File: src/rtl/fetch_control.sv
// Instruction-fetch front end: PC register, i-cache request, IF/ID register and
// redirect sequencing so an in-flight fetch completes before a redirect lands.
module fetch_control #(
  parameter logic [31:0] PC_INIT = 32'h0000_0000
) (
  input  logic        CLK,
  input  logic        nRST,
  input  logic        ihit,
  input  logic [31:0] imemload,
  output logic        imemREN,
  output logic [31:0] imemaddr,
  input  logic        hazard,
  input  logic        mem_busy,
  input  logic        branch,
  input  logic [31:0] branch_target,
  input  logic        jump,
  input  logic [31:0] jump_target,
  input  logic        halt,
  output logic [31:0] id_instr,
  output logic [31:0] id_pc4,
  output logic        id_valid,
  output logic [15:0] stall_count,
  output logic [15:0] squash_count
);

  typedef enum logic [1:0] {StRun, StRedirPend, StHalted} state_e;

  state_e      state_q, state_d;
  logic [31:0] pc_q, pc_d;
  logic [31:0] pend_target_q, pend_target_d;
  logic [31:0] id_instr_q, id_instr_d;
  logic [31:0] id_pc4_q, id_pc4_d;
  logic        id_valid_q, id_valid_d;
  logic [15:0] stall_count_q, stall_count_d;
  logic [15:0] squash_count_q, squash_count_d;

  logic        advance;
  logic        redir;
  logic [31:0] target;
  logic [31:0] pc_plus4;
  logic        stall_inc;
  logic        squash_inc;

  assign advance  = !hazard && !mem_busy;
  assign redir    = advance && (branch || jump);
  assign target   = branch ? branch_target : jump_target;
  assign pc_plus4 = pc_q + 32'd4;

  always_comb begin
    state_d       = state_q;
    pc_d          = pc_q;
    pend_target_d = pend_target_q;
    id_instr_d    = id_instr_q;
    id_pc4_d      = id_pc4_q;
    id_valid_d    = id_valid_q;
    stall_inc     = 1'b0;
    squash_inc    = 1'b0;

    unique case (state_q)
      StRun: begin
        if (!advance) begin
          stall_inc = 1'b1;
        end else begin
          // Every accepted cycle that does not deliver a fresh word loads a bubble.
          id_instr_d = 32'h0;
          id_pc4_d   = 32'h0;
          id_valid_d = 1'b0;
          if (halt) begin
            state_d = StHalted;
          end else if (redir) begin
            if (ihit) begin
              pc_d       = target;
              squash_inc = 1'b1;
            end else begin
              pend_target_d = target;
              state_d       = StRedirPend;
            end
          end else if (ihit) begin
            pc_d       = pc_plus4;
            id_instr_d = imemload;
            id_pc4_d   = pc_plus4;
            id_valid_d = 1'b1;
          end
        end
      end
      StRedirPend: begin
        if (!advance) begin
          stall_inc = 1'b1;
        end else begin
          id_instr_d = 32'h0;
          id_pc4_d   = 32'h0;
          id_valid_d = 1'b0;
          if (halt) begin
            state_d = StHalted;
          end else if (ihit) begin
            // The old-address fetch finished; drop its word and take the redirect.
            pc_d       = pend_target_q;
            squash_inc = 1'b1;
            state_d    = StRun;
          end
        end
      end
      StHalted: begin
      end
      default: begin
        state_d = StRun;
      end
    endcase

    stall_count_d  = (stall_inc && (stall_count_q != 16'hFFFF)) ?
                     stall_count_q + 16'd1 : stall_count_q;
    squash_count_d = (squash_inc && (squash_count_q != 16'hFFFF)) ?
                     squash_count_q + 16'd1 : squash_count_q;
  end

  always_ff @(posedge CLK or negedge nRST) begin
    if (!nRST) begin
      state_q        <= StRun;
      pc_q           <= PC_INIT;
      pend_target_q  <= 32'h0;
      id_instr_q     <= 32'h0;
      id_pc4_q       <= 32'h0;
      id_valid_q     <= 1'b0;
      stall_count_q  <= 16'h0;
      squash_count_q <= 16'h0;
    end else begin
      state_q        <= state_d;
      pc_q           <= pc_d;
      pend_target_q  <= pend_target_d;
      id_instr_q     <= id_instr_d;
      id_pc4_q       <= id_pc4_d;
      id_valid_q     <= id_valid_d;
      stall_count_q  <= stall_count_d;
      squash_count_q <= squash_count_d;
    end
  end

  assign imemREN      = (state_q != StHalted);
  assign imemaddr     = pc_q;
  assign id_instr     = id_instr_q;
  assign id_pc4       = id_pc4_q;
  assign id_valid     = id_valid_q;
  assign stall_count  = stall_count_q;
  assign squash_count = squash_count_q;

endmodule

File: config.mk
export PLATFORM = sky130hd
export DESIGN_NAME = fetch_control
export DESIGN_NICKNAME = d
export VERILOG_FILES = /design/src/rtl/fetch_control.sv
export SDC_FILE = /design/constraint.sdc
export NUM_CORES = 1
export LEC_CHECK = 0
export ABC_CLOCK_PERIOD_IN_PS = 2200
export BUFFER_PORTS_ARGS = -buffer_cell sky130_fd_sc_hd__buf_4
export CAP_MARGIN = 20
export CORE_UTILIZATION = 30
export CTS_BUF_LIST = sky130_fd_sc_hd__clkbuf_4
export DETAILED_ROUTE_END_ITERATION = 16
export HOLD_SLACK_MARGIN = 0.03
export PLACE_DENSITY = 0.53
export SYNTH_ARGS = -nofsm -noshare
export SYNTH_HDL_FRONTEND = slang
export SYNTH_SLANG_ARGS = --single-unit
File: constraint.sdc
create_clock -name CLK -period 2.2 [get_ports CLK]
set_input_delay 0 -clock CLK [delete_from_list [all_inputs] [get_ports CLK]]
set_output_delay 0 -clock CLK [all_outputs]
set_load 0.05 [all_outputs]
Word-level counts from Yosys, hierarchy flattened
Cells that the tools add are included.

storage, ports and cells
  bits in registers = 163
  input port bits = 104
  output and inout bits = 130
  logic and storage cells = 85

operators by class
  add/sub/neg operators = 3
  equality and inequality tests = 14
  multiplexer cells = 43
  bitwise operators = 3
  reduce and logical (&&, ||, !) cells = 14

operators with widths
  kind                   count
  $mux 32                18
  $pmux 32 s2            3
  $add 16x1->16 const B  2
  $add 32x3->32 const B  1
  $ne 16x16->1 const B   2
  $mux 2                 7
  $ne 2x2->1 const B     7
  $mux 1                 12
  $ne 3x3->1 const B     3
  $reduce_and 7->1       1
  $pmux 2 s3             1
  $reduce_and 6->1       1
  $reduce_and 5->1       1
  $logic_and 1x1->1      4
  $pmux 1 s2             2
  $not 1->1              3
  $reduce_and 3->1       1
  $eq 2x1->1 const B     1
  $eq 2x2->1 const B     1
  $logic_not 1->1        2
  $logic_not 2->1        1
  $reduce_bool 2->1      1
  $reduce_or 2->1        1
  $logic_or 1x1->1       1

Logic depth before layout (Yosys ltp)
  depth in word-level cells = 8
  depth in mapped cells = 9
  gate-level depth less buffers = 6

Worst setup path after synthesis
Ideal clock, no wire load.

  path type = reg2reg
  start = register pc_q[2], in the netlist imemaddr[2]
  end = register id_pc4_q[28], in the netlist id_pc4[28]
  setup time = 83 ps
  data arrival time = 2076 ps
  data required time = 2117 ps
  setup slack = 41 ps
  stages on the path, launching flop included = 8
  path buffers = 1
  clock period less this slack = 2159 ps
  cells stage by stage = dfrtp_1 > ha_1 > nand3_2 > nor3_1 > buf_2 > nand4_1 > xor2_1 > o21ai_0

between the ends
  cells in the longest elaborated chain, start to end = 6

RTL lines
  item                      line  RTL
  start: declaration        29    logic [31:0] pc_q, pc_d;
  start signal: assignment  128   pc_q <= pc_d;
  $add 32x3->32             47    assign pc_plus4 = pc_q + 32'd4;
  $mux 32                   78    end else if (ihit) begin
  $mux 32                   70    end else if (redir) begin
  $mux 32                   68    if (halt) begin
  $mux 32                   61    if (!advance) begin
  $pmux 32 s2               59    unique case (state_q)
  end signal: assignment    131   id_pc4_q <= id_pc4_d;
  end: declaration          32    logic [31:0] id_pc4_q, id_pc4_d;

Every way passes these cells. The select of a mux whose other input is x is not followed.
A chain may end at the register's enable or synchronous reset.

Worst setup path in the final report
  start = register state_q[1]
  end = register pend_target_q[18]

between the ends
  cells in the longest elaborated chain, start to end = 2

RTL lines
  item                        line  RTL
  start: declaration          28    state_e state_q, state_d;
  start signal: assignment    118   state_q <= StRun;
  start signal: assignment    127   state_q <= state_d;
  $logic_not 2->1             59
  $reduce_and 5->1 (no line)  --
  end signal: assignment      129   pend_target_q <= pend_target_d;
  end: declaration            30    logic [31:0] pend_target_q, pend_target_d;

Every way passes these cells.

==> flow_metrics.tcl <==
set metrics [dict create \
    design.core.area_mm2 0.0260 \
    via_count_of_the_first_global_routing_pass 7164 \
    seq_area_frac_synth_pct 51.3 \
    cp_capture_type "flop" \
    finalWirelength_um 24800 \
    syn_area_mm2 0.00794 \
    final_design_area_no_fill_mm2 0.0116 \
    worst_ir_drop_vdd_v 0.000534 \
    dieArea_mm2 0.0271 \
    finalClockSkew_ns 0.0199 \
    synth.avg_cell_area_um2 10.1 \
    drt-wirelength-per-cell_um 16.8 \
    detail_route.iter0.violations 528 \
    area_delta_synth_final_pct 45.7 \
    vias_per_cell 4.93 \
    synth_top_flop_cell "dfrtp_1" \
    timing_max_transition_violations_final 0 \
    synth.net_count 891 \
    placement_rows 59 \
    ys_async_sr_fraction_pct 100 \
    routed-via-count 7276 \
    post_cts_resize_count 0 \
    num_io_pins 234 \
    finalSetupViolations 0 \
    post-route-drc-count 0 \
    final.min_clock_period_ns 1.98 \
    setup_ws_ns 0.222 \
    cp.arrival_ns 2.45 \
    post-route-period-util_pct 89.9 \
    path_class "reg2reg" \
    grt_setup_unrepaired "false" \
    timing.fmax_mhz 506 \
    grt_max_degree 101 \
    synth_cell_type_count 57 \
    timing.critical_path.from_type "flop" \
    clock_tree.buffer_depth 2 \
    pre_cts_slack_ns 0.195 \
    ys_warn_count 0 \
    tritoncts "built" \
    power-per-cell-area_mw_per_mm2 923 \
    clk_pin_slew_ns 0.15 \
    drtAntennaViolNets 0 \
    postPlaceCellArea_mm2 0.0102 \
    gr_usage_total_pct 18.6 \
    hpwlAfterDp_um 17100 \
    cts-root-buf "clkbuf_4" \
    n_fill_cell 2577 \
    synth_edf_count 0 \
    ctsHtreeMaxLevel 4 \
    postSynthRegisterBits 163 \
    gpl.final_weighted_congestion 0.780 \
    setup_tns_ns 0 \
    worst_skew_pair.late_latency_ns 0.54 \
    worst_hold_path_type "in2async" \
    layout_cells_sized_above_1_pct 28.1 \
    final_nets 1233 \
    die_y_um 165 \
    initial_antenna_violation_count 1 \
    grt-ovfl-total 0 \
    worst_slew_pin_slew_ns 0.623 \
    drv_cap 0 \
    postSynthCellCount 784 \
    grt_first_pass_wirelength_um 38900 \
    sink_count_of_the_clock_tree 163 \
    maximum_fanout_encountered_on_the_critical_timing_path 40 \
    buffer_ports.inserted 233 \
    required_ns 2.67 \
    power_leakage_nw 5.37 \
    tritoncts.num_buffers 17 \
    first_pass_iters 5 \
    final_hold_violation_count 0 \
    slew_headroom_pct 58.1 \
    floorplan.initialDensity_pct 30.6 \
    result_of_the_run "completed" \
    die_w_um 165 \
]
[worst paths after layout]
kind | end | startpoint | cells past startpoint | slack [ns]
max | pend_target_q[18] | state_q[1] | 6 | 0.22
min | id_pc4[21] | nRST | 3 | 0.01
max reg2reg | pend_target_q[18] | state_q[1] | 6 | 0.22
min reg2reg | id_pc4[10] | id_pc4[10] | 2 | 0.50
max in group asynchronous | imemaddr[31] | nRST | 4 | 1.27
min in group CLK | imemaddr[5] | branch_target[5] | 5 | 0.10
[cells in the mapped netlist, drive strengths merged (3+ instances only)]
cell type,n,area (um^2)
or3,5,31.3
nor2,57,214
nand2,96,363
o211ai,3,27.5
dfrtp,163,4080
a31oi,3,18.8
a22o,36,315
nor3,8,40.0
nor4,8,80.1
o21ai,58,290
nor3b,3,33.8
nand3,30,168
a211oi,3,22.5
ha,3,37.5
xnor2,30,263
xor2,25,219
and3,13,81.3
clkbuf,17,63.8
and4,4,35.0
buf,33,178
mux2,4,45.0
o31ai,20,150
inv,5,18.8
mux2i,38,380
o311ai,9,78.8
a21oi,54,270
and2,10,62.6
nand4,24,171
[critical path, cell delays in order (launching register included)]
cell and delay, ns:
dfrtp_1 0.50, buf_4 0.21, nor3_1 0.28, nor3b_2 0.30, buf_4 0.40, nor2_1 0.08, a21oi_1 0.13
[placed cells by master (no fill, tap or decap), types with 4 or more instances in the layout]
cell type / instances
inv_1: 5
and4_1: 4
nand3_1: 28
o31ai_1: 20
and3_1: 13
mux2_2: 4
dfrtp_1: 163
nor2_1: 57
a21oi_1: 54
nor3_1: 7
o21ai_0: 57
clkbuf_4: 17
xor2_1: 25
xnor2_1: 30
o311ai_0: 9
nand2_1: 95
buf_12: 6
nand4_1: 22
nor4_1: 6
or3_1: 4
dlygate4sd3_1: 106
mux2i_1: 38
a22o_1: 36
buf_4: 260
clkinv_4: 4
and2_1: 8
[metal layers]
| metal | global-route usage (%) | up-vias | wire, um |
|---|---|---|---|
| li1 | - | 3521 | - |
| met1 | 26.9 | 3577 | 12100 |
| met2 | 28.1 | 164 | 11400 |
| met3 | 3.29 | 14 | 1040 |
| met4 | 5.42 | 0 | 315 |
| met5 | 0 | - | 0 |
[sequential cells by signal, indices dropped and copies added (netlist names)]
register,cells
id_instr,32
id_pc4,32
id_valid,1
imemaddr,32
pend_target_q,32
squash_count,16
stall_count,16
state_q,2
[through the flow]
stage | power, mW | hold slack, ns | cells | util, %
after global routing | 11.3 | 0.0337 | 1475 | 44.5
final | 10.7 | 0.0113 | 1475 | 44.5
after global placement | 8.69 | 0.0279 | 1335 | 39.3
after floorplan | 7.13 | -0.296 | 784 | -
after CTS | 10.8 | 0.0330 | 1473 | 44.5
after detailed placement | 8.75 | 0.0210 | 1335 | 39.3
[report_power, final]
group	total [mW]	switching, mW	internal (mW)
Combinational	4.45	2.85	1.60
Clock	1.83	1.15	0.682
Sequential	4.40	0.711	3.69
Total	10.7	4.71	5.97
[kinds of logic after synthesis]
kind of cell / synth area share [%]
compound gates: 16.9
buf+inv: 3.28
simple gates: 16.6
xor+xnor: 6.06
mux: 5.36
flops: 51.3
fa+ha+maj: 0.473
[cell type report]
class / instances / area (um^2) / area share (%)
diodes: 1 / 2.50 / 0.0216
clock buffers: 17 / 128 / 1.10
clock inverters: 15 / 156 / 1.35
inverters: 5 / 18.8 / 0.162
multi-input cells: 566 / 3620 / 31.3
flip-flops and latches: 163 / 4080 / 35.3
well taps: 335 / 419 / 3.62
repair buffers: 373 / 3140 / 27.2
[repair_timing]
action                                  CTS  global route
endpoints found under the setup margin    0             2
buffers inserted                          0             1
endpoints found under the hold margin   246             0
hold buffers                            106             0
No activity file was read; power rests on OpenSTA's default activity.
